**src/rtl/pipe_pkg.sv**
```systemverilog
// Shared types and defaults for the EX/MEM pipeline stage: FSM state encoding,
// control-bit positions and default path widths.
package pipe_pkg;

    typedef enum logic [1:0] {
        EMPTY = 2'd0,
        BUSY  = 2'd1,
        FULL  = 2'd2
    } state_t;

    localparam int CTRL_REGWRITE = 0;
    localparam int CTRL_MEMTOREG = 1;
    localparam int CTRL_MEMREAD  = 2;
    localparam int CTRL_MEMWRITE = 3;

    localparam int DEF_DATA_W = 32;
    localparam int DEF_RD_W   = 5;
    localparam int DEF_CTRL_W = 4;

endpackage

```
**src/rtl/pipe_payload_reg.sv**
```systemverilog
// Width-parametrised payload register with load enable and async clear to zero.
module pipe_payload_reg #(
    parameter int W = 8
) (
    input  logic         clk,
    input  logic         rst,
    input  logic         load,
    input  logic [W-1:0] d,
    output logic [W-1:0] q
);

    always_ff @(posedge clk or posedge rst) begin
        if (rst) begin
            q <= '0;
        end else if (load) begin
            q <= d;
        end
    end

endmodule

```
**src/rtl/exmem_skid_stage.sv**
```systemverilog
// EX/MEM pipeline stage with a two-entry skid buffer, flush and bubble gating.
// Optional saturating MEM-stall counter port when EXMEM_STALL_CNT_EN is defined.
module exmem_skid_stage
    import pipe_pkg::*;
#(
    parameter int DATA_W = DEF_DATA_W,
    parameter int RD_W   = DEF_RD_W,
    parameter int CTRL_W = DEF_CTRL_W
) (
    input  logic              clk_i,
    input  logic              rst_i,
    input  logic              flush_i,
    input  logic              in_valid_i,
    output logic              in_ready_o,
    input  logic [CTRL_W-1:0] ctrl_i,
    input  logic [RD_W-1:0]   rd_i,
    input  logic [DATA_W-1:0] alu_i,
    input  logic [DATA_W-1:0] wdata_i,
    output logic              out_valid_o,
    input  logic              out_ready_i,
    output logic [CTRL_W-1:0] ctrl_o,
    output logic [RD_W-1:0]   rd_o,
    output logic [DATA_W-1:0] alu_o,
    output logic [1:0]        state_o,
    output logic [DATA_W-1:0] wdata_o
`ifdef EXMEM_STALL_CNT_EN
    ,
    output logic [31:0]       stall_cnt_o
`endif
);

    localparam int PW = CTRL_W + RD_W + 2 * DATA_W;

    // Handshake: a transfer happens on a rising edge where valid and ready are
    // both high; valid never depends on ready, and in_ready_o is a flop.
    state_t        state;
    state_t        next_state;
    logic          in_ready_q;
    logic          in_fire;
    logic          out_fire;
    logic          out_valid;
    logic          main_load;
    logic          skid_load;
    logic [PW-1:0] in_payload;
    logic [PW-1:0] main_d;
    logic [PW-1:0] main_q;
    logic [PW-1:0] skid_q;

    assign in_payload = {ctrl_i, rd_i, alu_i, wdata_i};
    assign out_valid  = (state != EMPTY);
    assign in_fire    = in_valid_i & in_ready_q;
    assign out_fire   = out_valid & out_ready_i;

    always_comb begin
        next_state = state;
        main_load  = 1'b0;
        skid_load  = 1'b0;
        main_d     = in_payload;
        case (state)
            EMPTY: begin
                if (in_fire) begin
                    next_state = BUSY;
                    main_load  = 1'b1;
                end
            end
            BUSY: begin
                if (in_fire && out_fire) begin
                    main_load = 1'b1;
                end else if (in_fire) begin
                    next_state = FULL;
                    skid_load  = 1'b1;
                end else if (out_fire) begin
                    next_state = EMPTY;
                end
            end
            FULL: begin
                if (out_fire) begin
                    next_state = BUSY;
                    main_load  = 1'b1;
                    main_d     = skid_q;
                end
            end
            default: next_state = EMPTY;
        endcase
        // Flush discards everything, and loads nothing so the flushed input
        // never shows up on the held payload outputs either.
        if (flush_i) begin
            next_state = EMPTY;
            main_load  = 1'b0;
            skid_load  = 1'b0;
        end
    end

    always_ff @(posedge clk_i or posedge rst_i) begin
        if (rst_i) begin
            state      <= EMPTY;
            in_ready_q <= 1'b1;
        end else begin
            state      <= next_state;
            in_ready_q <= (next_state != FULL);
        end
    end

    pipe_payload_reg #(.W(PW)) u_main (
        .clk  (clk_i),
        .rst  (rst_i),
        .load (main_load),
        .d    (main_d),
        .q    (main_q)
    );

    pipe_payload_reg #(.W(PW)) u_skid (
        .clk  (clk_i),
        .rst  (rst_i),
        .load (skid_load),
        .d    (in_payload),
        .q    (skid_q)
    );

    assign in_ready_o  = in_ready_q;
    assign out_valid_o = out_valid;
    assign state_o     = state;
    assign ctrl_o      = out_valid ? main_q[PW-1 -: CTRL_W] : '0;
    assign rd_o        = main_q[2*DATA_W +: RD_W];
    assign alu_o       = main_q[DATA_W +: DATA_W];
    assign wdata_o     = main_q[0 +: DATA_W];

`ifdef EXMEM_STALL_CNT_EN
    logic [31:0] stall_cnt_q;

    always_ff @(posedge clk_i or posedge rst_i) begin
        if (rst_i) begin
            stall_cnt_q <= '0;
        end else if (out_valid && !out_ready_i && stall_cnt_q != 32'hFFFF_FFFF) begin
            stall_cnt_q <= stall_cnt_q + 32'd1;
        end
    end

    assign stall_cnt_o = stall_cnt_q;
`endif

endmodule

```
**config.mk**
```make
export PLATFORM = sky130hd
export DESIGN_NAME = exmem_skid_stage
export DESIGN_NICKNAME = d
export VERILOG_FILES = /design/src/rtl/pipe_pkg.sv /design/src/rtl/pipe_payload_reg.sv /design/src/rtl/exmem_skid_stage.sv
export SDC_FILE = /design/constraint.sdc
export NUM_CORES = 1
export LEC_CHECK = 0
export ABC_CLOCK_PERIOD_IN_PS = 11550
export BUFFER_PORTS_ARGS = -buffer_cell sky130_fd_sc_hd__buf_2
export CORE_MARGIN = 3
export CORE_UTILIZATION = 50
export DETAILED_ROUTE_END_ITERATION = 8
export GPL_TIMING_DRIVEN = 0
export PLACE_DENSITY_LB_ADDON = 0.2
export SETUP_SLACK_MARGIN = 0.5
export SLEW_MARGIN = 20
export SYNTH_ARGS = -nofsm -noshare
export SYNTH_HDL_FRONTEND = slang
export SYNTH_SLANG_ARGS = --single-unit
```
**constraint.sdc**
```tcl
create_clock -name clk_i -period 11.55 [get_ports clk_i]
set_input_delay 2.31 -clock clk_i [delete_from_list [all_inputs] [get_ports clk_i]]
set_output_delay 2.31 -clock clk_i [all_outputs]
set_load 0.02 [all_outputs]
```
After elaboration in Yosys (flattened, before gate mapping)
Index checks and enable logic that the tools add are counted.
- register bits: 149
- input port bits: 78
- equality and inequality tests: 3
- mux-type cells: 18
- bitwise gates (word level): 2
- reductions and logical operators: 3
- operator list (cell ; count):
    $mux W73 ; 2
    $mux W2 ; 6
    $mux W1 ; 7
    $pmux W2 S3 ; 1
    $mux W4 ; 1
    $pmux W1 S3 ; 1
    $and A1 B1 Y1 ; 2
    $eq A2 B1 Y1 const B ; 1
    $eq A2 B2 Y1 const B ; 1
    $logic_not A2 Y1 ; 1
    $ne A2 B2 Y1 const B ; 1
    $reduce_bool A2 Y1 ; 1
    $logic_and A1 B1 Y1 ; 1

Longest topological paths before layout
Gate-level depths: netlist of run 1.
- depth after elaboration: 8
- depth in mapped cells: 6
- mapped depth without buffers: 4

Hierarchy
A second synthesis of run 1 with hierarchy kept.
- cell total of the unflattened synthesis: 416
- area, all modules: 7558.5 µm²
- by module, submodules not included (module ; times used ; cells an instance ; area an instance (µm²)):
    pipe_payload_reg ; 2 ; 155 ; 3066.7
    exmem_skid_stage ; 1 ; 106 ; 1425.1

Worst setup path before layout of run 1
No wires, ideal clock.
- kind: input to register
- start: in in_valid_i
- end: reg u_skid.q[0]
- setup time: 0.125 ns
- arrival time: 3.339 ns
- slack: 8.086 ns
- stages on the path: 5
- path through: nand4b_1 or3_1 buf_6 buf_12 mux2_4
- longest elaborated chain between the ends: 5
- RTL lines (element ; RTL line ; RTL):
    from (decl) ; exmem_skid_stage.sv:13 ; input logic in_valid_i,
    $and A1 B1 Y1 (*) ; exmem_skid_stage.sv:51 ; assign in_fire = in_valid_i & in_ready_q;
    $mux W1 / $logic_and A1 B1 Y1 (equally long branches) ; exmem_skid_stage.sv:69, exmem_skid_stage.sv:67 ;
    $mux W1 (*) ; exmem_skid_stage.sv:67 ; if (in_fire && out_fire) begin
    $mux W1 (*) ; exmem_skid_stage.sv:59 ; case (state)
    $mux W1 (*) ; exmem_skid_stage.sv:87 ; if (flush_i) begin
    to (signal assigned) ; pipe_payload_reg.sv:14 ; q <= '0;
    to (signal assigned) ; pipe_payload_reg.sv:16 ; q <= d;
    to (decl) ; pipe_payload_reg.sv:9 ; output logic [W-1:0] q
Mark *: on every way between the ends. The rest lies on a longest branch, timed or not.
A chain may end at the register's enable or synchronous reset.

Worst setup path in the final report of run 1
- start: reg state[1], in the netlist state_o[1]
- end: out out_valid_o
- longest elaborated chain between the ends: 1
- RTL lines (element ; RTL line ; RTL):
    from (decl) ; exmem_skid_stage.sv:36 ; state_t state;
    from (signal assigned) ; exmem_skid_stage.sv:99 ; state <= next_state;
    $reduce_bool A2 Y1 ; exmem_skid_stage.sv:50 ; assign out_valid = (state != EMPTY);
    to (decl) ; exmem_skid_stage.sv:19 ; output logic out_valid_o,
Every way passes these cells.

==> out/metrics.yaml, run 1 <==
ys_ff_latch: 149
yosys_warnings: 0
syn_area_sq_um: 7040
ir_drop_v: 0.0000948
arrival_ns: 1.56
skew_ns: 0.00696
fin_tns_setup_ns: 0
place_congestion: 0.787
post-route-util_pct: 64.2
finalHoldViolCount: 0
slew_headroom_pct: 59.6
finalSetupViolations: 0
hpwlAfterDp_um: 11200
cts_tree: "done"
cts_resized: 0
min_path_cells: 1
clockRootBuffer: "clkbuf_16"
track_usage_pct: 21.4
clock-sinks: 149
maxClockFrequency_mhz: 258
io_buffers: 154
synth_largest_area_cell: "dfrtp_1"
hold_class: "reg -> reg"
drt-initial-drc-count: 322
final_common_cell: "buf_2"
diodes: 0
cp-end-kind: "output port"
layout_common_cells: "buf_2 (164), dfrtp_1 (148), nand2_1 (147)"
placementRows: 42
critPathRequiredTime_ns: 9.24
cts_setup_buffers: 0
crit_fanout: 8
die_width_um: 125
grt_first_pass_wirelength_um: 27100
fin_ws_ns: 7.68
first_global_vias: 5441
crit_path_start_kind: "register"
syn_to_final_growth_pct: 23.3
p_leak_nw: 4.40
htree_levels: 4
place_ws_ns: 7.66
ys_seq_area_share_pct: 53.0
outcome: "complete, no violations"
ctsHoldBuffers: 0
synthDistinctLibCells: 24
num-nets-final: 897
antenna_found_initial: 0
r2r_cells: 5
num_io_pins: 155
insertion_delay_ns: 0.42
ant_nets: 0
firstDrtPassIters: 4
vias: 5199
viasPerCell: 5.16
start_util_pct: 52.1
worstMarginPinSlew_ns: 0.605
cts_buffer_depth: 2
drc: 0
synth.area.top_cells: "dfrtp_1 (53%), mux2_4 (15%), nand2_1 (7.8%), buf_4 (7.4%), a31oi_1 (6.7%)"
core_area_sq_um: 13500
fin_crit_ns: 3.87
routed_wirelength_um: 16300
syn_nets: 723
power_density_nw_per_um2: 198
dp_cells: 976
stdcell_count: 1008
cts_buffers: 17
syn-instance-count: 645
syn_area_per_cell_sq_um: 10.9
die_h_um: 125
synth_top_area_share_pct: 52.6
post_drt_wl_per_cell_um: 16.2
grt_start_max_net_pins: 84
drive_gt1_share_pct: 42.3
die_area_sq_um: 15500
maxSlewViolCount: 0
drv_cap: 0
post-route-period-util_pct: 33.5
grt_overflow_total: 0
path_clk_slew_ns: 0.06
rsz0062_at_grt: "no"
crit_type: "reg -> out"
==> per-layer routing <==
metal  share of wire [%]  vias up  global-route usage [%]
met5                   0        -                       0
met4                 1.2        0                    6.64
met3                 6.7       16                    6.00
met2                  49      154                    34.2
met1                  44     2588                    28.6
li1                    -     2441                       -
==> path summary, 6_finish.rpt <==
| check | start | end | slack (ns) |
|---|---|---|---|
| setup / recovery | state_o[1]$_DFF_PP0_ | out_valid_o | 7.68 |
| hold reg to reg | u_skid.q[46]$_DFFE_PP0P_ | u_skid.q[46]$_DFFE_PP0P_ | 0.50 |
| max in group asynchronous | rst_i | in_ready_o$_DFF_PP1_ | 8.83 |
| min in group asynchronous | rst_i | u_main.q[15]$_DFFE_PP0P_ | 1.93 |
| setup reg to reg | state_o[0]$_DFF_PP0_ | u_main.q[37]$_DFFE_PP0P_ | 9.53 |
| hold / removal | u_skid.q[46]$_DFFE_PP0P_ | u_skid.q[46]$_DFFE_PP0P_ | 0.50 |
==> synth_stat cells (all sizes together) <==
library cell	instances
dfrtp	148
nand2	147
buf	91
a31oi	75
nor2	75
mux2	73
clkbuf	17
inv	4
nor2b	4
nand3	2
nand4b	2
a211o	1
a21o	1
dfstp	1
nand2b	1
nand3b	1
nand4bb	1
or3	1
==> report_power, final <==
| group | total (mW) | switching [mW] | internal, mW |
|---|---|---|---|
| Combinational | 0.430 | 0.191 | 0.239 |
| Sequential | 0.727 | 0.0741 | 0.653 |
| Clock | 0.563 | 0.206 | 0.357 |
==> sequential cells by signal, indices dropped and copies added (netlist names) <==
register,flops
u_main.q,73
u_skid.q,73
state_o,2
in_ready_o,1
==> cells by family (layout without fill, tap and decap cells) <==
kind of cell / count (synthesis) / after routing / share of synthesized area, %
and+or+nand+nor: 234 / 234 / 13.1
DFF: 149 / 149 / 53.0
buffers and inverters: 112 / 299 / 11.6
AOI/OAI and AO/OA: 77 / 77 / 6.94
muxes: 73 / 73 / 15.4
==> worst max-delay path: stages, from the launching register on <==
cell and delay [ns]:
dfrtp_1 0.45, nor2_1 0.40, inv_1 0.12, buf_2 0.18
==> final cells by class <==
class | count | area (sq um)
Fill cell | 1097 | 4830
Sequential cell | 149 | 3730
Multi-Input combinational cell | 384 | 2490
Timing Repair Buffer | 155 | 798
Buffer | 108 | 798
Clock buffer | 24 | 522
Tap cell | 176 | 220
Clock inverter | 8 | 93.8
Inverter | 4 | 22.5
==> through the flow <==
step / hold slack, ns / area [sq um] / power [mW]
CTS: 0.508 / 8680 / 1.73
global placement: 0.488 / 8030 / 1.14
detailed placement: 0.493 / 8060 / 1.17
finish: 0.503 / 8680 / 1.72
floorplan: 0.479 / 7040 / 1.04
global route: 0.517 / 8680 / 1.80
Power figures use the tool's default switching activity.
==> run 2: changes to the inputs <==
Settings changed: ABC_AREA set to 1, ABC_CLOCK_PERIOD_IN_PS 11550 to 3280.
Clock period 11.55 ns to 3.28 ns, I/O delays scaled along.
==> run 2 against run 1 <==
Critical path depth grew 2. Sequential share of layout area fell by 2.8 points. Clock power rose to 3.6 times the previous value. Setup slack got worse by 6.6 ns. First-iteration DRC count up 56%. Synthesized cell count is 52% higher. Sequential power grew to 3.5 times the previous value. Largest cell class unchanged. Highest routed layer unchanged.
==> out/metrics.yaml, run 2 <==
clockRootBuffer: "clkbuf_16"
crit_type: "reg -> out"
r2r_slack_ns: 1.51
clock-sinks: 149
async_reset_ff_share_pct: 100
synthDistinctLibCells: 15
met2_usage_pct: 38.4
track_usage_pct: 24.3
grt_util_met3_pct: 5.73
maxSlewViolCount: 0
synth-main-ff-cell: "dfrtp_1"
syn_to_final_growth_pct: 22.8
worst_path_max_delay_cell: "dfrtp_1"
synth_largest_area_cell: "dfrtp_1"
cp-end-kind: "output port"
r2r_cells: 7
crit_path_start_kind: "register"
ir_drop_v: 0.000400
num-nets-final: 1235
synth_top_area_share_pct: 49.0
critPathRequiredTime_ns: 2.62
ctsHoldBuffers: 0
htree_levels: 4
grt_first_pass_wirelength_um: 31800
finalSetupViolations: 0
synth-edff-count: 0
fin_crit_ns: 2.19
core_area_sq_um: 14600
finalHoldViolCount: 0
critPathLaunch: "state_o[1]$_DFF_PP0_"
syn_area_sq_um: 7560
endpoint: "ctrl_o[1]"
max_stage_delay_ns: 0.43
syn_area_per_cell_sq_um: 7.73
arrival_ns: 1.53
firstDrtPassIters: 5
regToRegStartpoint: "in_ready_o$_DFF_PP1_"
synth.area.top_cells: "dfrtp_1 (49%), nand2_1 (19%), buf_4 (6.8%), nand4_1 (6.0%), nand3_1 (5.0%)"
antenna_found_initial: 0
gr-usage-met1_pct: 32.9
drc: 0
cts_resized: 0
final_common_cell: "nand2_1"
path_clk_slew_ns: 0.06
drt-initial-drc-count: 501
num_io_pins: 155
layout_common_cells: "nand2_1 (375), buf_2 (214), dfrtp_1 (148)"
ant_nets: 0
cts_tree: "done"
drive_gt1_share_pct: 27.9
grt_start_max_net_pins: 32
routed_wirelength_um: 19600
cts_setup_buffers: 0
first_global_vias: 6481
crit_fanout: 6
yosys_warnings: 0
r2r-end: "u_main.q[34]$_DFFE_PP0P_"
stdcell_count: 1354
yosysMostFrequentCell: "nand2_1"
viasPerCell: 5.13
maxClockFrequency_mhz: 457
crit_chain: "inv_2, nand2_1, inv_1, nor2_1, buf_2"
insertion_delay_ns: 0.43
ys_top_cells_by_count: "nand2_1 (375), dfrtp_1 (148), inv_1 (82), nand3_1 (75), o21ai_0 (74)"
cts_buffers: 17
outcome: "complete, no violations"
diodes: 0
cts_buffer_depth: 2
post_drt_wl_per_cell_um: 14.5
die_area_sq_um: 16600
start_util_pct: 51.6
io_buffers: 154
nFillCells: 1315
syn_nets: 1057
placementRows: 44
place_congestion: 0.836
p_leak_nw: 5.41
grt_overflow_total: 0
dp_cells: 1322
die_h_um: 129
post-route-period-util_pct: 66.7
slew_headroom_pct: 65.4
die_width_um: 129
ys_seq_area_share_pct: 49.3
hpwlAfterDp_um: 13800
skew_ns: 0.00581
hold_class: "in -> async"
power_density_nw_per_um2: 638
post-route-util_pct: 63.4
drv_cap: 0
busiest_layer: "met2"
rsz0062_at_grt: "no"
vias: 6948
ys_ff_latch: 149
worstMarginPinSlew_ns: 0.519
syn-instance-count: 979
## run 2: changes by cell type in the layout (fill, tap and decap cells not counted), sizes merged, moves of 4 or more
cell / change
nand2: +228
inv: +80
a31oi: -75
nand3: +74
o21ai: +74
mux2: -73
nand4: +73
nor2: -67
buf: +42
clkbuf: -12
clkinvlp: +7
nor2b: -4
## run 2: metal layers
layer / vias to the layer above / wire (um)
li1: 3406 / -
met1: 3255 / 8600
met2: 248 / 9210
met3: 39 / 1380
met4: 0 / 433
met5: - / 0
## run 2: power breakdown
group / switching [mW] / total (mW) / internal (mW)
sequential: 0.238 / 2.51 / 2.27
clock: 0.782 / 2.01 / 1.23
combinational: 0.788 / 1.40 / 0.612
## run 2: kinds of logic (layout without fill, tap and decap cells)
group	count (synthesis)	after routing	synth area share [%]
AO/OA/AOI/OAI	75	75	4.96
flip-flops	149	149	49.3
AND/OR/NAND/NOR	532	532	30.2
buffers and inverters	223	414	15.5
## run 2: worst min path at each step
stage | end | slack (ns) | startpoint
finish | u_main.q[36]$_DFFE_PP0P_ | 0.25 | rst_i
floorplan | u_main.q[69]$_DFFE_PP0P_ | 0.45 | u_main.q[69]$_DFFE_PP0P_
global route | u_main.q[36]$_DFFE_PP0P_ | 0.27 | rst_i
CTS | u_main.q[36]$_DFFE_PP0P_ | 0.25 | rst_i
global placement | u_main.q[69]$_DFFE_PP0P_ | 0.46 | u_main.q[69]$_DFFE_PP0P_
detailed placement | u_main.q[69]$_DFFE_PP0P_ | 0.47 | u_main.q[69]$_DFFE_PP0P_
## run 2: per-stage QoR
step                power [mW]  area, sq um  TNS [ns]  setup WS, ns  hold slack, ns
finish                    5.92         9290         0          1.09           0.246
global route              6.26         9290         0          1.00           0.270
CTS                       5.97         9290         0          1.10           0.248
detailed placement        3.93         8680         0          1.27           0.465
global placement          3.88         8570    -33.27        -0.233           0.464
floorplan                 3.50         7570         0         0.750           0.449
## run 2: layout make-up
class | count | area, sq um | share of cell area (%)
clock inverter | 12 | 154 | 1.66
clock buffer | 20 | 457 | 4.92
tap | 184 | 230 | 2.48
sequential | 149 | 3730 | 40.2
timing repair buffer | 159 | 878 | 9.46
buffer | 138 | 852 | 9.18
inverter | 85 | 323 | 3.48
multi-input combinational | 607 | 2660 | 28.7
## run 2: worst max-delay path, delay by kind of cell (launching register included)
family,cells,cell delay [ns]
and+or+nand+nor,2,0.30
buffers and inverters,3,0.37
DFF,1,0.43
==> run 3: changes to the inputs <==
Settings changed: ABC_AREA 1 to 0, ABC_CLOCK_PERIOD_IN_PS 3280 to 2050.
Clock period 3.28 ns to 2.05 ns, I/O delays scaled along.
==> run 3 against run 2 <==
Final cell count shrank 23%. Worst hold slack worse by 0.15 ns. Die area is 6.7% lower. Register-to-register slack worse by 1.3 ns. Via count is 21% lower. Wire length is 6.7% lower. Setup slack worse by 0.90 ns. Sequential power rose by 65%. Global-route usage down 0.83 points. Non-clock buffer count increased by 6.
==> out/metrics.yaml, run 3 (synthesized netlist as in run 1, its figures left out) <==
outcome: "complete, no violations"
syn_to_final_growth_pct: 38.6
io_buffers: 154
core_area_sq_um: 13500
track_usage_pct: 23.4
crit_fanout: 10
critPathRequiredTime_ns: 2.35
num-nets-final: 937
grt_first_pass_wirelength_um: 29200
p_switching_mw: 2.89
worstMarginPinSlew_ns: 0.714
vias: 5458
r2r-end: "u_skid.q[19]$_DFFE_PP0P_"
p_total_mw: 10.5
grt_overflow_total: 0
post_drt_wl_per_cell_um: 17.5
r2r_cells: 5
layout_common_cells: "buf_2 (148), nand2_1 (147), dfrtp_1 (146)"
clockRootBuffer: "clkbuf_16"
post-route-period-util_pct: 90.9
routed_wirelength_um: 18300
path_clk_slew_ns: 0.06
pwr-share-clk_pct: 33.5
r2r_slack_ns: 0.19
ant_nets: 0
hold_class: "in -> async"
drv_cap: 0
maxClockFrequency_mhz: 537
die_width_um: 125
cp-end-kind: "register"
cts_buffer_depth: 2
hpwlAfterDp_um: 11300
maxSlewViolCount: 0
comb_power_share_pct: 27.0
regToRegStartpoint: "in_ready_o$_DFF_PP1_"
start_util_pct: 52.1
firstDrtPassIters: 5
die_h_um: 125
holdWs_ns: 0.0961
first_global_vias: 5766
placementRows: 42
arrival_ns: 2.16
power.share.sequential_pct: 39.5
ir_drop_v: 0.000766
htree_levels: 4
insertion_delay_ns: 0.42
ctsHoldBuffers: 0
p_int_mw: 7.58
post-route-util_pct: 72.2
num_io_pins: 155
drc: 0
final_common_cell: "buf_2"
slew_headroom_pct: 52.3
antenna_found_initial: 2
drt-initial-drc-count: 335
p_leak_nw: 4.83
crit_type: "reg -> reg"
viasPerCell: 5.20
finalHoldViolCount: 0
finalSetupViolations: 0
clock-sinks: 149
grt_start_max_net_pins: 36
die_area_sq_um: 15500
crit_path_start_kind: "register"
skew_ns: 0.0115
swShare_pct: 27.6
fin_crit_ns: 1.86
cts_buffers: 17
power_density_nw_per_um2: 1070
cts_tree: "done"
place_congestion: 0.791
rsz0062_at_grt: "yes"
drive_gt1_share_pct: 51.7
run 3: worst max-delay path, cell delays in order (launching register included):
cell	delay, ns
dfstp_2	0.60
nand4b_1	0.15
or3_4	0.37
buf_12	0.17
buf_12	0.15
mux2_4	0.30
run 3: area by class of cell:
class / count / area [sq um]
Clock buffer: 18 / 429
Multi-Input combinational cell: 384 / 2730
Tap cell: 176 / 220
Clock inverter: 14 / 233
Sequential cell: 149 / 3730
Antenna cell: 1 / 2.50
Buffer: 108 / 1000
Timing Repair Buffer: 195 / 1390
Inverter: 4 / 18.8
Fill cell: 966 / 3760
run 3: per-stage QoR:
step                      std cells  instance area (sq um)  TNS, ns  worst slack [ns]
after floorplan                 645                   7050   -34.66            -0.234
after global placement          975                   8040  -158.29             -1.08
after detailed placement        979                   8120        0            0.0944
after CTS                      1033                   9410        0             0.267
after global routing           1049                   9750        0             0.151
final                          1049                   9750        0             0.187
run 3: repair_timing:
action / 4_1_cts / 5_1_grt
pin swaps: 1 / 3
cloned: 9 / 2
gates resized for setup: 104 / 38
setup buffers: 13 / 13
setup endpoints to repair: 152 / 159
run 3: metal layers:
metal,routed length [um],vias to the layer above,global-route usage [%]
li1,-,2528,-
met1,7380,2703,28.5
met2,9420,188,39.7
met3,1090,37,6.60
met4,401,2,9.09
met5,18,-,0
run 3: worst max-delay path by stage:
stage                    startpoint                        to  slack (ns)  cells past startpoint
4_1_cts        in_ready_o$_DFF_PP1_  u_skid.q[29]$_DFFE_PP0P_        0.27                      5
3_5_place_dp            out_ready_i  u_main.q[36]$_DFFE_PP0P_        0.09                      6
2_1_floorplan                 rst_i      state_o[0]$_DFF_PP0_       -0.23                      1
6_report       in_ready_o$_DFF_PP1_  u_skid.q[19]$_DFFE_PP0P_        0.19                      5
3_3_place_gp                  rst_i  u_main.q[21]$_DFFE_PP0P_       -1.08                      2
5_1_grt        in_ready_o$_DFF_PP1_  u_skid.q[40]$_DFFE_PP0P_        0.15                      5
run 3: power groups by stage:
stage	Combinational (mW)	Sequential, mW	Clock, mW
2_1_floorplan	1.87	4.01	0
3_3_place_gp	2.38	4.08	0
3_5_place_dp	2.46	4.12	0
4_1_cts	2.70	4.11	3.54
5_1_grt	3.02	4.22	3.68
6_report	2.83	4.13	3.51
